<file path="config.mk">
export PLATFORM = sky130hd
export DESIGN_NAME = ro_puf_sequencer
export DESIGN_NICKNAME = d
export VERILOG_FILES = /design/src/rtl/ro_puf_sequencer_pkg.sv /design/src/rtl/puf_window_timer.sv /design/src/rtl/ro_puf_sequencer.sv
export SDC_FILE = /design/constraint.sdc
export NUM_CORES = 1
export LEC_CHECK = 0
export CAP_MARGIN = 20
export CORE_MARGIN = 2
export CORE_UTILIZATION = 40
export CTS_CLUSTER_SIZE = 25
export DETAILED_ROUTE_END_ITERATION = 10
export DONT_BUFFER_PORTS = 1
export PLACE_DENSITY = 0.62
export SLEW_MARGIN = 40
export SYNTH_ARGS = -nofsm -noshare
export SYNTH_HDL_FRONTEND = slang
export SYNTH_SLANG_ARGS = --single-unit
export TNS_END_PERCENT = 30
</file>
<file path="constraint.sdc">
create_clock -name clk -period 5.6 [get_ports clk]
set_clock_uncertainty 0.15 [all_clocks]
set_input_delay 0.28 -clock clk [delete_from_list [all_inputs] [get_ports clk]]
set_output_delay 0.28 -clock clk [all_outputs]
set_load 0.005 [all_outputs]
</file>
<file path="src/rtl/ro_puf_sequencer_pkg.sv">
// Shared types and constants for the ring-oscillator PUF sequencer.
package ro_puf_sequencer_pkg;

    typedef enum logic [2:0] {
        StIdle,
        StLoad,
        StMeasure,
        StSample,
        StDone
    } state_e;

    localparam int unsigned ChallengeWidth = 8;
    localparam int unsigned VoteRepeats    = 3;
    localparam int unsigned TimerWidth     = 16;

endpackage

</file>
<file path="src/rtl/puf_window_timer.sv">
// Loadable down-counter; done is high while the count sits at zero.
module puf_window_timer
    import ro_puf_sequencer_pkg::*;
(
    input  logic                  clk,
    input  logic                  reset,
    input  logic                  load,
    input  logic [TimerWidth-1:0] load_value,
    output logic                  done
);

    logic [TimerWidth-1:0] count_q, count_d;

    always_comb begin
        count_d = count_q;
        if (load) begin
            count_d = load_value;
        end else if (count_q != '0) begin
            count_d = count_q - 1'b1;
        end
    end

    always_ff @(posedge clk or posedge reset) begin
        if (reset) begin
            count_q <= '0;
        end else begin
            count_q <= count_d;
        end
    end

    assign done = (count_q == '0);

endmodule

</file>
<file path="src/rtl/ro_puf_sequencer.sv">
// Sequences a one-bit RO PUF cell to build a multi-bit response word.
// Optional PUF_MAJORITY_VOTE_EN: three measurements per bit, majority-voted.
module ro_puf_sequencer
    import ro_puf_sequencer_pkg::*;
#(
    parameter int unsigned RESP_BITS  = 16,
    parameter int unsigned WINDOW     = 1024,
    parameter int unsigned RST_CYCLES = 4
) (
    input  logic                      clk,
    input  logic                      reset,
    input  logic                      start,
    input  logic [ChallengeWidth-1:0] base_challenge,
    output logic                      busy,
    output logic [ChallengeWidth-1:0] challenge,
    output logic                      puf_reset,
    input  logic                      puf_out,
    output logic [RESP_BITS-1:0]      response,
    output logic                      resp_valid,
    input  logic                      resp_ready
);

    localparam int unsigned KW = (RESP_BITS > 1) ? $clog2(RESP_BITS) : 1;
    localparam logic [KW-1:0] LastK = KW'(RESP_BITS - 1);
    // Timer counts load_value..0, so an interval of N cycles loads N-1.
    localparam logic [TimerWidth-1:0] RstLoad = TimerWidth'(RST_CYCLES - 1);
    localparam logic [TimerWidth-1:0] WinLoad = TimerWidth'(WINDOW - 1);

    state_e                    state_q, state_d;
    logic [KW-1:0]             k_q, k_d;
    logic [ChallengeWidth-1:0] base_q, base_d;
    logic [ChallengeWidth-1:0] challenge_q, challenge_d;
    logic [RESP_BITS-1:0]      response_q, response_d;
    logic                      timer_load;
    logic [TimerWidth-1:0]     timer_value;
    logic                      timer_done;
    logic                      last_rep;
    logic                      sample_bit;

    puf_window_timer u_timer (
        .clk        (clk),
        .reset      (reset),
        .load       (timer_load),
        .load_value (timer_value),
        .done       (timer_done)
    );

`ifdef PUF_MAJORITY_VOTE_EN
    logic [1:0] rep_q, rep_d;
    logic [1:0] ones_q, ones_d;

    assign last_rep   = (rep_q == 2'(VoteRepeats - 1));
    assign sample_bit = ((ones_q + {1'b0, puf_out}) >= 2'd2);

    always_comb begin
        rep_d  = rep_q;
        ones_d = ones_q;
        if (state_q == StIdle && start) begin
            rep_d  = '0;
            ones_d = '0;
        end else if (state_q == StSample) begin
            if (last_rep) begin
                rep_d  = '0;
                ones_d = '0;
            end else begin
                rep_d  = rep_q + 1'b1;
                ones_d = ones_q + {1'b0, puf_out};
            end
        end
    end

    always_ff @(posedge clk or posedge reset) begin
        if (reset) begin
            rep_q  <= '0;
            ones_q <= '0;
        end else begin
            rep_q  <= rep_d;
            ones_q <= ones_d;
        end
    end
`else
    assign last_rep   = 1'b1;
    assign sample_bit = puf_out;
`endif

    always_comb begin
        state_d     = state_q;
        k_d         = k_q;
        base_d      = base_q;
        challenge_d = challenge_q;
        response_d  = response_q;
        timer_load  = 1'b0;
        timer_value = RstLoad;
        unique case (state_q)
            StIdle: begin
                if (start) begin
                    base_d      = base_challenge;
                    challenge_d = base_challenge;
                    k_d         = '0;
                    response_d  = '0;
                    timer_load  = 1'b1;
                    state_d     = StLoad;
                end
            end
            StLoad: begin
                if (timer_done) begin
                    timer_load  = 1'b1;
                    timer_value = WinLoad;
                    state_d     = StMeasure;
                end
            end
            StMeasure: begin
                if (timer_done) begin
                    state_d = StSample;
                end
            end
            StSample: begin
                // Default: re-measure (vote repeat) or move to the next bit.
                timer_load = 1'b1;
                state_d    = StLoad;
                if (last_rep) begin
                    response_d[k_q] = sample_bit;
                    if (k_q == LastK) begin
                        timer_load = 1'b0;
                        state_d    = StDone;
                    end else begin
                        k_d         = k_q + 1'b1;
                        challenge_d = base_q + 8'(k_q) + 8'd1;
                    end
                end
            end
            StDone: begin
                if (resp_ready) begin
                    state_d = StIdle;
                end
            end
            default: state_d = StIdle;
        endcase
    end

    always_ff @(posedge clk or posedge reset) begin
        if (reset) begin
            state_q     <= StIdle;
            k_q         <= '0;
            base_q      <= '0;
            challenge_q <= '0;
            response_q  <= '0;
        end else begin
            state_q     <= state_d;
            k_q         <= k_d;
            base_q      <= base_d;
            challenge_q <= challenge_d;
            response_q  <= response_d;
        end
    end

    always_comb begin
        busy       = (state_q != StIdle);
        resp_valid = (state_q == StDone);
        puf_reset  = (state_q == StIdle) || (state_q == StLoad) || (state_q == StDone);
        challenge  = challenge_q;
        response   = response_q;
    end

endmodule

</file>
# Word-level counts from Yosys, hierarchy flattened
# Index checks and enable logic that the tools add are counted.
[word_totals] reg_bits=55 wordCells=60
[classes] n_addsub=4 order_cmp=2 n_eq_ne=10 muxes=25 reduce_logical=13
[ops] op="2-to-1 mux 16 bit" n=3
[ops] op="case mux 16 bit (2 select lines)" n=1
[ops] op="2-to-1 mux 10 bit" n=2
[ops] op="bitwise mux 16 bit" n=1
[ops] op="zero test 16 bit" n=1
[ops] op="2-to-1 mux 8 bit" n=2
[ops] op="case mux 8 bit (2 select lines)" n=1
[ops] op="nonzero test 16 bit" n=1
[ops] op="subtractor 16 x 1 -> 16 bit, second input constant" n=1
[ops] op="2-to-1 mux 3 bit" n=5
[ops] op="case mux 3 bit (5 select lines)" n=1
[ops] op="adder 8 x 1 -> 8 bit, second input constant" n=1
[ops] op="adder 8 x 4 -> 8 bit" n=1
[ops] op="2-to-1 mux 4 bit" n=2
[ops] op="inequality test 2 bit, second input constant" n=4
[ops] op="case mux 4 bit (2 select lines)" n=1
[ops] op="equality test 3 x 2 -> 1 bit, second input constant" n=2
[ops] op="less-than comparator 4 x 5 -> 1 bit, second input constant" n=1
[ops] op="adder 4 x 1 -> 4 bit, second input constant" n=1
[ops] op="demux 1 bit (select 4 bit)" n=1
[ops] op="equality test 4 bit, second input constant" n=1
[ops] op="greater-or-equal comparator 4 x 1 -> 1 bit, second input constant" n=1
[ops] op="2-to-1 mux 1 bit" n=4
[ops] op="AND reduction 2 bit" n=2
[ops] op="other kinds (11)" n=13

# Depth between registers and ports, before layout
# Gate-level depths: netlist of the first run.
[logic_depth] ltp_word=6 ltp_mapped=8 depth_no_buf=8

# Cells and area by module
# From an unflattened synthesis of the first run, not the netlist that was laid out.
[hier_totals] cells_unflattened=318 area_unflattened_um2=3083.0
[by_module_without_submodules] module="ro_puf_sequencer" instances=1 cells_each=216 area_each_um2=2089.5 seq_area_each_um2=975.9
[by_module_without_submodules] module="puf_window_timer" instances=1 cells_each=102 area_each_um2=993.5 seq_area_each_um2=400.4

# Worst setup path after synthesis of the first run
# OpenSTA, ideal clock, no wires.
[synth_path] kind="register -> register" startpoint="register u_timer.count_q[0]" endpoint="register state_q[0]" setup_time_ns=0.133 arrival_time_ns=1.733 t_required_ns=5.317 setup_slack_ns=3.584 path_stages_with_launch=8 n_path_buf=0 path_cell_list="dfrtp_1 inv_1 ha_1 nor4b_1 or4b_4 nor2_4 o211a_1 nor3_2"
[synth_between] elab_chain_len=3 word_cells_on_any_way=4 classes_between="eq/ne (2); reduce/logical (2)"
[synth_rtl] element="start, declared" line_no="puf_window_timer.sv:12" text="logic [TimerWidth-1:0] count_q, count_d;"
[synth_rtl] element="start signal, assigned" line_no="puf_window_timer.sv:27" text="count_q <= count_d;"
[synth_rtl] element="zero test 16 bit (*)" line_no="puf_window_timer.sv:31" text="assign done = (count_q == '0);"
[synth_rtl] element="inequality test 2 bit (no line)"
[synth_rtl] element="AND reduction 4 bit (no line) (*)"
[synth_rtl] element="end signal, assigned" line_no="ro_puf_sequencer.sv:143" text="state_q <= StIdle;"
[synth_rtl] element="end signal, assigned" line_no="ro_puf_sequencer.sv:149" text="state_q <= state_d;"
[synth_rtl] element="end, declared" line_no="ro_puf_sequencer.sv:29" text="state_e state_q, state_d;"
# Mark *: on every way between the ends. The rest lies on a longest branch, timed or not.
# A chain may end at the register's enable or synchronous reset.

# Worst setup path in the final report of the first run
[layout_path] startpoint="register k_q[1]" endpoint="register challenge_q[7] (netlist: challenge[7])"
[layout_between] elab_chain_len=4 word_cells_on_any_way=7 classes_between="add/sub (2); eq/ne (2); mux (2); reduce/logical (1)"
[layout_rtl] element="start, declared" line_no="ro_puf_sequencer.sv:30" text="logic [KW-1:0] k_q, k_d;"
[layout_rtl] element="start signal, assigned" line_no="ro_puf_sequencer.sv:150" text="k_q <= k_d;"
[layout_rtl] element="adder 8 x 4 -> 8 bit" line_no="ro_puf_sequencer.sv:128" text="challenge_d = base_q + 8'(k_q) + 8'd1;"
[layout_rtl] element="adder 8 x 1 -> 8 bit" line_no="ro_puf_sequencer.sv:128"
[layout_rtl] element="2-to-1 mux 8 bit" line_no="ro_puf_sequencer.sv:123" text="if (k_q == LastK) begin"
[layout_rtl] element="case mux 8 bit (2 select lines)" line_no="ro_puf_sequencer.sv:94" text="unique case (state_q)"
[layout_rtl] element="end signal, assigned" line_no="ro_puf_sequencer.sv:152" text="challenge_q <= challenge_d;"
[layout_rtl] element="end, declared" line_no="ro_puf_sequencer.sv:32" text="logic [ChallengeWidth-1:0] challenge_q, challenge_d;"
# Several ways; a longest one is shown, not always the timed one. The select of a mux whose other input is x is not followed.

==> summary by stage, run 1 <==
Status
The flow ran to the end, and the final reports show no timing, DRC or antenna violations.

Setup path
The worst register-to-register path ends at challenge[7]$_DFFE_PP0P_. Measured in cells, the most critical reg-to-reg path has a length of 7. The beginning of the worst register-to-register path is k_q[1]$_DFFE_PP0P_.

The worst reg-to-reg setup slack is about 3.3 ns. The worst setup path is launched from a register. The critical path in this run is classified as reg -> reg. The largest fanout on the critical path is 17. The capturing element type of the critical path is a register. The data arrival time of the critical path is 2.37 ns. The required time of the worst setup path is ~5.7 ns.

Synthesis
The largest area contributor in the synthesized netlist is sky130_fd_sc_hd__dfrtp_1. The instance count of the mapped netlist is between 300 and 400. Synthesis produced a netlist with a net count of about 330.

The largest family of logic cells by synthesized area is simple AND/OR/NAND/NOR gates. The combined area of all synthesized cells is a little under 3000 sq um. In the synthesized netlist the dominant register cell turns out to be sky130_fd_sc_hd__dfrtp_1. Multiplexer cells account for 0.6929% of the synthesized area. Yosys mapped a number of flops with a built-in enable equal to 0. The average cell area after synthesis is approximately 9.5 sq um.

The fraction of synthesis flops using an asynchronous set or reset pin is 100.0%. The leading cell type by number of instances after synthesis is sky130_fd_sc_hd__dfrtp_1. The count of unique library cells instantiated by Yosys is 51. The Yosys step of the flow raised 0 warnings. The area fraction in and, or, nand and nor cells after synthesis is between 15 and 20%. The synthesized netlist devotes 18.80% of its cell area to compound gates. The share of synthesized area in the top cell type comes to 47.64%. After Yosys synthesis, XOR and XNOR cells account for under 10% of the synthesized area. The register area share after synthesis is a little under half.

The number of register bits inferred by synthesis is between 50 and 60. Sorting the synthesized cells by how often they occur yields sky130_fd_sc_hd__dfrtp_1, sky130_fd_sc_hd__o21ai_0, sky130_fd_sc_hd__nand2_1. By area the synthesized netlist is led by sky130_fd_sc_hd__dfrtp_1, sky130_fd_sc_hd__o21ai_0, sky130_fd_sc_hd__ha_1.

The share of synthesized cell area in full adder, half adder and majority cells is approximately 5%.

Cells and area
After filler insertion, the fill cell instance count of the layout stands at roughly 710. The net count of the finished layout is 337. The layout overhead on the synthesized area is 9.658%. The number of antenna diodes in the final layout is 0.

Across the whole layout, storage elements account for between 1000 and 1500 sq um. The area of the multi-input gates is 1433 sq um. The final instance count without filler cells is between 400 and 500.

The share of post-route cells with drive strength above 1 is around 8.0%.

Routing
The detailed router placed 2205 vias in this run. The count of unresolved DRC violations after routing is 0. The vias per cell is roughly 5.4. After the first detailed-routing iteration, the DRC count stood at approximately 170.

The number of nets still failing antenna checks after routing is 0. The first detailed-routing pass took 4 iterations. Dividing the detail-routed wire length by the instance count gives ~15 microns.

The total length of routed wires is 6.261 mm.

Die
From left edge to right edge, the die measures between 80 and 90 microns. The die covers between 7000 and 8000 sq um. The floorplan die height is ~89 microns. The standard cell core area is between 6000 and 7000 sq um. The starting utilization of the core area is 41.83%.

The I/O pin count is 40. The floorplan has 30 rows.

Clock network
The TritonCTS clock tree is built. Clock latency on the worst-skew pair, taken at its later pin, is between 0.3 and 0.4 ns. The maximum number of buffers from clock root to sink is 2. The number of clock buffers inserted by TritonCTS is 5. The root buffer cell chosen for the clock tree is sky130_fd_sc_hd__clkbuf_8. The clock slew at the register clock pins of the worst setup and hold paths is around 0.10 ns. The H-tree generated during clock tree synthesis spans 2 levels. The number of gates resized after cts is 0.

Post-CTS timing repair inserted 0 buffers for setup. The number of sinks driven by the clock tree is 55.

Hold path
The startpoint of the lowest-slack hold path is base_challenge[1]. The path with the worst hold slack has its endpoint at challenge[1]$_DFFE_PP0P_. The worst hold path passes through 2 cells. The worst hold path belongs to the class in -> reg.

Place
The last weighted congestion value of the routability-driven placer is approximately 0.80. The number of buffers added on ports is 0. After legalization and detailed placement, the total HPWL measured about 4.3 mm. Counting tap cells, the placed design contains a total of 393 instances.

Global routing
The first global-routing pass estimated roughly 10 mm of wire. After global routing the overflow that remains totals 0. The via count of the first global-routing pass is roughly 2100. The number of antenna violations at the first check in global routing is 0. Entering global routing, the biggest net connects 56 pins. The aggregate global-route resource usage is 17.01%.

Power and ir drop
For this design the ratio of total power to cell area is ~410 nW/um^2. In this run the static leakage power is roughly 1.4 nW. IR analysis of the VDD net gives a maximum drop of approximately 0.16 mV.

STA
The number of slew-limit violations in the final report is 0. The routed design could run at a clock period as short as about 2.3 ns. The count of final setup violators is 0. Summed over all failing endpoints, the final setup total negative slack is 0 ns. Headroom to the max-slew limit came out at 52.92%. The number of endpoints with negative hold slack in the final report is 0. The pin slew with the least headroom to its limit is ~0.7 ns.

The peak clock frequency supported by timing is 430.6 MHz. The ratio of final minimum period to clock period is a little over 40%. Setup repair after global routing left no endpoint under its margin.

Flow run
Across the run, the number of max-cap violations was 0.
[cell families (layout without fill, tap and decap cells)]
family	after synthesis	in the layout
and+or+nand+nor	102	102
AOI/OAI and AO/OA	97	97
DFF	55	55
xor gates and xnor gates	17	17
buffers and inverters	21	30
muxes	2	2
adders and majority gates	11	11
[layout by cell type, fill, tap and decap left out, types with 3 or more instances in the layout]
cell / instances
sky130_fd_sc_hd__o21ai_1: 4
sky130_fd_sc_hd__a31oi_1: 3
sky130_fd_sc_hd__ha_1: 10
sky130_fd_sc_hd__o21ai_0: 49
sky130_fd_sc_hd__xor2_1: 6
sky130_fd_sc_hd__clkbuf_8: 5
sky130_fd_sc_hd__buf_4: 4
sky130_fd_sc_hd__xnor2_1: 11
sky130_fd_sc_hd__dlygate4sd3_1: 9
sky130_fd_sc_hd__nand3_1: 7
sky130_fd_sc_hd__nand2_1: 32
sky130_fd_sc_hd__nor2_1: 15
sky130_fd_sc_hd__and2_1: 3
sky130_fd_sc_hd__nor3_1: 8
sky130_fd_sc_hd__nand2b_1: 5
sky130_fd_sc_hd__a21oi_1: 24
sky130_fd_sc_hd__nor4_1: 3
sky130_fd_sc_hd__inv_1: 8
sky130_fd_sc_hd__dfrtp_1: 55
sky130_fd_sc_hd__nand3b_1: 3
sky130_fd_sc_hd__nor2b_1: 4
[layer usage]
layer / vias to the layer above / wire length (microns) / global-route usage [%]
met3: 7 / 306 / 4.155
met5: - / 0 / 0
met2: 46 / 2870 / 26.87
met4: 0 / 72 / 4.885
li1: 1099 / - / -
met1: 1053 / 3011 / 23.37
[cell type report]
cell class              instances  area share (%)
repair buffers                 13           3.791
clock inverters                 2          0.3949
inverters                       9           1.066
flip-flops and latches         55           43.44
clock buffers                   6           2.291
multi-input cells             229           45.22
well taps                      96           3.791
[per-stage QoR]
stage | power [W] | utilization (%) | hold slack, ns | area (sq um) | worst slack, ns
after floorplan | 0.0009895 | - | 0.2354 | 2889 | 3.584
after global placement | 0.001084 | 43.19 | 0.2391 | 2983 | 3.283
after detailed placement | 0.001094 | 43.30 | 0.2408 | 2990 | 3.319
after CTS | 0.001319 | 45.69 | 0.0002453 | 3156 | 3.286
after global routing | 0.001433 | 45.87 | 0.02458 | 3168 | 2.982
final | 0.001311 | 45.87 | 0.01107 | 3168 | 3.278
[how the worst max path moves through the flow]
stage / from / end / slack, ns / depth (start not counted)
2_1_floorplan: u_timer.count_q[0]$_DFFE_PP0P_ / state_q[0]$_DFFE_PP0P_ / 3.58 / 7
3_3_place_gp: k_q[1]$_DFFE_PP0P_ / challenge[7]$_DFFE_PP0P_ / 3.28 / 7
3_5_place_dp: u_timer.count_q[0]$_DFFE_PP0P_ / u_timer.count_q[3]$_DFFE_PP0P_ / 3.32 / 7
4_1_cts: k_q[1]$_DFFE_PP0P_ / challenge[7]$_DFFE_PP0P_ / 3.29 / 7
5_1_grt: u_timer.count_q[0]$_DFFE_PP0P_ / u_timer.count_q[8]$_DFFE_PP0P_ / 2.98 / 7
6_report: k_q[1]$_DFFE_PP0P_ / challenge[7]$_DFFE_PP0P_ / 3.28 / 7
[report_power, final]
group / internal (W) / leakage [nW] / switching (W)
Combinational: 0.000202 / 0.607 / 0.000236
Clock: 0.0000879 / 0.0412 / 0.000132
Sequential: 0.000519 / 0.715 / 0.000136
[sequential cells by signal, summed over array words and instances, names as in the netlist]
signal	cells
base_q	8
state_q	3
challenge	8
u_timer.count_q	16
k_q	4
response	16
[worst max-delay path, cell delays in order (launching register included)]
cell                      delay [ns]
sky130_fd_sc_hd__dfrtp_1        0.46
sky130_fd_sc_hd__ha_1           0.34
sky130_fd_sc_hd__nand3_1        0.21
sky130_fd_sc_hd__a21oi_1        0.46
sky130_fd_sc_hd__buf_4          0.30
sky130_fd_sc_hd__nor2_1         0.07
sky130_fd_sc_hd__mux2i_1        0.16
sky130_fd_sc_hd__nand2_1        0.06
[repair_timing]
item / CTS / global route
setup endpoints to repair: 0 / 0
hold buffers: 8 / 1
endpoints found under the hold margin: 62 / 1
(Power assumes the default switching activity.)
==> run 2: changes to the inputs <==
- clock period: 5.6 -> 2.16 ns (I/O delays scaled with it)
==> run 2 against run 1 <==
Effect of this change:
- sequential share of layout area is 3.5 points lower
- sequential power grew to 2.6 times the previous value
- cell area is 8.7% higher
- critical path depth is 1 higher
- core utilization is 4.0 points higher
- register-to-register slack worse by 3.2 ns
- hold slack better by 0.036 ns
- largest power group unchanged
==> summary by stage, run 2 (same netlist as run 1, synthesis figures left out) <==
Global routing
The met3 demand-to-capacity share in global routing is 5.817% (+1.7 points). The met2 routing resource usage after global routing is 29.44% (+2.6 points). The layer with the highest usage is met2. The met1 routing resource usage after global routing is 22.42% (-0.96 points). The number of antenna violations at the first check in global routing is 0 (unchanged). The maximum number of pins on one net before global-route repair is 29 (-48%).

The first-pass GRT wire length is 10.82 mm (+4.3%). The sum of overflow across all layers after global routing is 0 (unchanged). The aggregate global-route resource usage is 17.63% (+0.62 points). The via count of the first global-routing pass was 2325 (+8.4%).

Setup path
The launching element type of the critical path is a register. The kind of critical path is reg -> reg. The data arrival time of the critical path is 2.14 ns (-0.23 ns). The largest fanout on the critical path is 5 (-12).

The capturing element type of the critical path is a register. The required time of the worst setup path was 2.25 ns (-3.40 ns).

Power and ir drop
The worst voltage drop across the vdd grid is 0.5380 mV (+250%). The cell leakage power was 1.504 nW (+10%). The ratio of total power to cell area is 1060 nW/um^2 (+160%).

STA
The worst hold slack after final layout is 0.04668 ns (+0.03561 ns). The number of endpoints with negative hold slack in the final report is 0 (unchanged). The shortest clock period the worst path allows after layout is 2.045 ns (-0.2771 ns).

The number of slew-limit violations in the final report was 0 (unchanged). The pin slew with the least headroom to its limit is 0.6176 ns (-0.08861 ns). The peak clock frequency supported by timing is 488.9 MHz (+14%). The count of final setup violators is 0 (unchanged). The final sum of negative setup slack came to 0 ns (unchanged).

Setup repair after global routing left no endpoint under its margin. The remaining max-slew budget at the tightest pin is 58.77% (+5.8 points). The ratio of final minimum period to clock period is 94.69% (+53 points).

Place
The number of buffers added on ports is 0 (unchanged). The HPWL after detailed placement is 4.638 mm (+7.5%). The total cell area at the placement stage is 3120 sq um (+4.4%).

The last weighted congestion value of the routability-driven placer is 0.8373 (+4.9%). The number of cells after detailed placement was 407 (+3.6%).

Routing
The number of iterations in the first detailed-routing pass is 4 (unchanged). The vias per cell came to 5.314 (-1.2%). The violation count after the first detailed-route iteration is 106 (-37%). The total length of routed wires is 6.623 mm (+5.8%). The average routed wire per standard cell is 15.30 microns (+0.16%). The number of nets still failing antenna checks after routing came to 0 (unchanged). The via count is 2301 (+4.4%). The count of unresolved DRC violations after routing came to 0 (unchanged).

Status
The run finished with clean final reports.

Clock network
The buffer cell driving the clock tree root is sky130_fd_sc_hd__clkbuf_8. The maximum number of buffers from clock root to sink is 2 (unchanged). The clock slew at the register clock pins of the worst setup and hold paths is 0.10 ns (about the same). The clock insertion delay at the later pin of the skew report was 0.31 ns (about the same). The number of sinks driven by the clock tree is 55 (unchanged).

The number of clock buffers inserted by TritonCTS is 5 (unchanged). The number of H-tree levels is 2 (unchanged). The TritonCTS clock tree is built.

Cells and area
The final instance count without filler cells is 433 (+5.6%). The number of inserted diodes is 0 (unchanged). In the layout the commonest cells are sky130_fd_sc_hd__dfrtp_1, sky130_fd_sc_hd__o21ai_0, sky130_fd_sc_hd__nand2_1. The post-layout net count is 360 (+6.8%). The layout overhead on the synthesized area is 19.23%. The share of post-route cells with drive strength above 1 is 13.35% (+5.4 points).

The final non-filler cell area is 3445 sq um (+8.7%). The count of filler cells inserted in the layout came to 687 (-3.8%). The end-of-flow core utilization is 49.87% (+4.0 points). Leaving out fill and tap cells, the most frequent cell in the layout is sky130_fd_sc_hd__dfrtp_1.

Die
The overall die area is 7918 sq um (unchanged). The I/O pin count is 40 (unchanged). The standard cell core area is 6907 sq um (unchanged). The starting utilization of the core area came to 41.83% (unchanged). The site row count is 30 (unchanged).

The horizontal die dimension is 88.99 microns (unchanged). The floorplan die height was 88.99 microns (unchanged).

Flow run
The total of max-cap violations is 0 (unchanged).

Hold path
The worst hold path belongs to the class in -> reg.
run 2: changes by cell type in the layout (fill, tap and decap cells not counted), sizes merged:
cell         before  now
clkinv            1    0
clkinvlp          1    0
clkbuf            6    8
buf               4   19
dlygate4sd3       9   17
run 2: metal layers:
layer  part of all wire [%]  wire [microns]  up-vias
met4                   0.63              42        0
li1                       -               -     1141
met5                      0               0        -
met3                    4.8             321        4
met1                     47            3131     1114
met2                     47            3128       42
run 2: final timing paths:
path / from / end / slack [ns] / cells after the start
min reg2reg: challenge[2]$_DFFE_PP0P_ / challenge[2]$_DFFE_PP0P_ / 0.36 / 2
max: k_q[0]$_DFFE_PP0P_ / challenge[6]$_DFFE_PP0P_ / 0.11 / 8
min in group asynchronous: reset / u_timer.count_q[12]$_DFFE_PP0P_ / 0.18 / 2
min: start / k_q[3]$_DFFE_PP0P_ / 0.05 / 3
max in group asynchronous: reset / response[11]$_DFFE_PP0P_ / 1.12 / 3
max reg2reg: k_q[0]$_DFFE_PP0P_ / challenge[6]$_DFFE_PP0P_ / 0.11 / 8
run 2: layout make-up:
cell class	count	area, sq um	share of cell area [%]
Clock buffer	8	100.1	2.906
Timing Repair Buffer	36	337.8	9.807
Multi-Input combinational cell	229	1475	42.83
Sequential cell	55	1378	39.99
Tap cell	96	120.1	3.487
Inverter	9	33.78	0.9807
run 2: power by group:
part | switching (W) | leakage, nW | internal (W)
sequential | 0.000326 | 0.713 | 0.00135
clock | 0.000331 | 0.0515 | 0.000294
combinational | 0.000706 | 0.739 | 0.000648
total | 0.00136 | 1.50 | 0.00229
run 2: stage by stage:
step / setup WS (ns) / total power [W]
floorplan: 0.1435 / 0.002565
global placement: 0.08577 / 0.002873
detailed placement: 0.005050 / 0.002906
CTS: 0.01768 / 0.003635
global route: 0.009741 / 0.003955
finish: 0.1147 / 0.003652
run 2: timing repair:
action / 4_1_cts / 5_1_grt
setup endpoints to repair: 5 / 21
hold buffers: 16 / 1
setup buffers: 0 / 1
gates resized for setup: 1 / 8
endpoints found under the hold margin: 61 / 2
run 2: critical path, cell delays in order, from the launching register on:
cell and delay, ns:
sky130_fd_sc_hd__dfrtp_2 0.41, sky130_fd_sc_hd__inv_1 0.08, sky130_fd_sc_hd__ha_1 0.23, sky130_fd_sc_hd__fa_1 0.39, sky130_fd_sc_hd__nand2b_1 0.18, sky130_fd_sc_hd__a21oi_1 0.17
sky130_fd_sc_hd__xor2_1 0.16, sky130_fd_sc_hd__mux2i_1 0.09, sky130_fd_sc_hd__o21ai_1 0.13
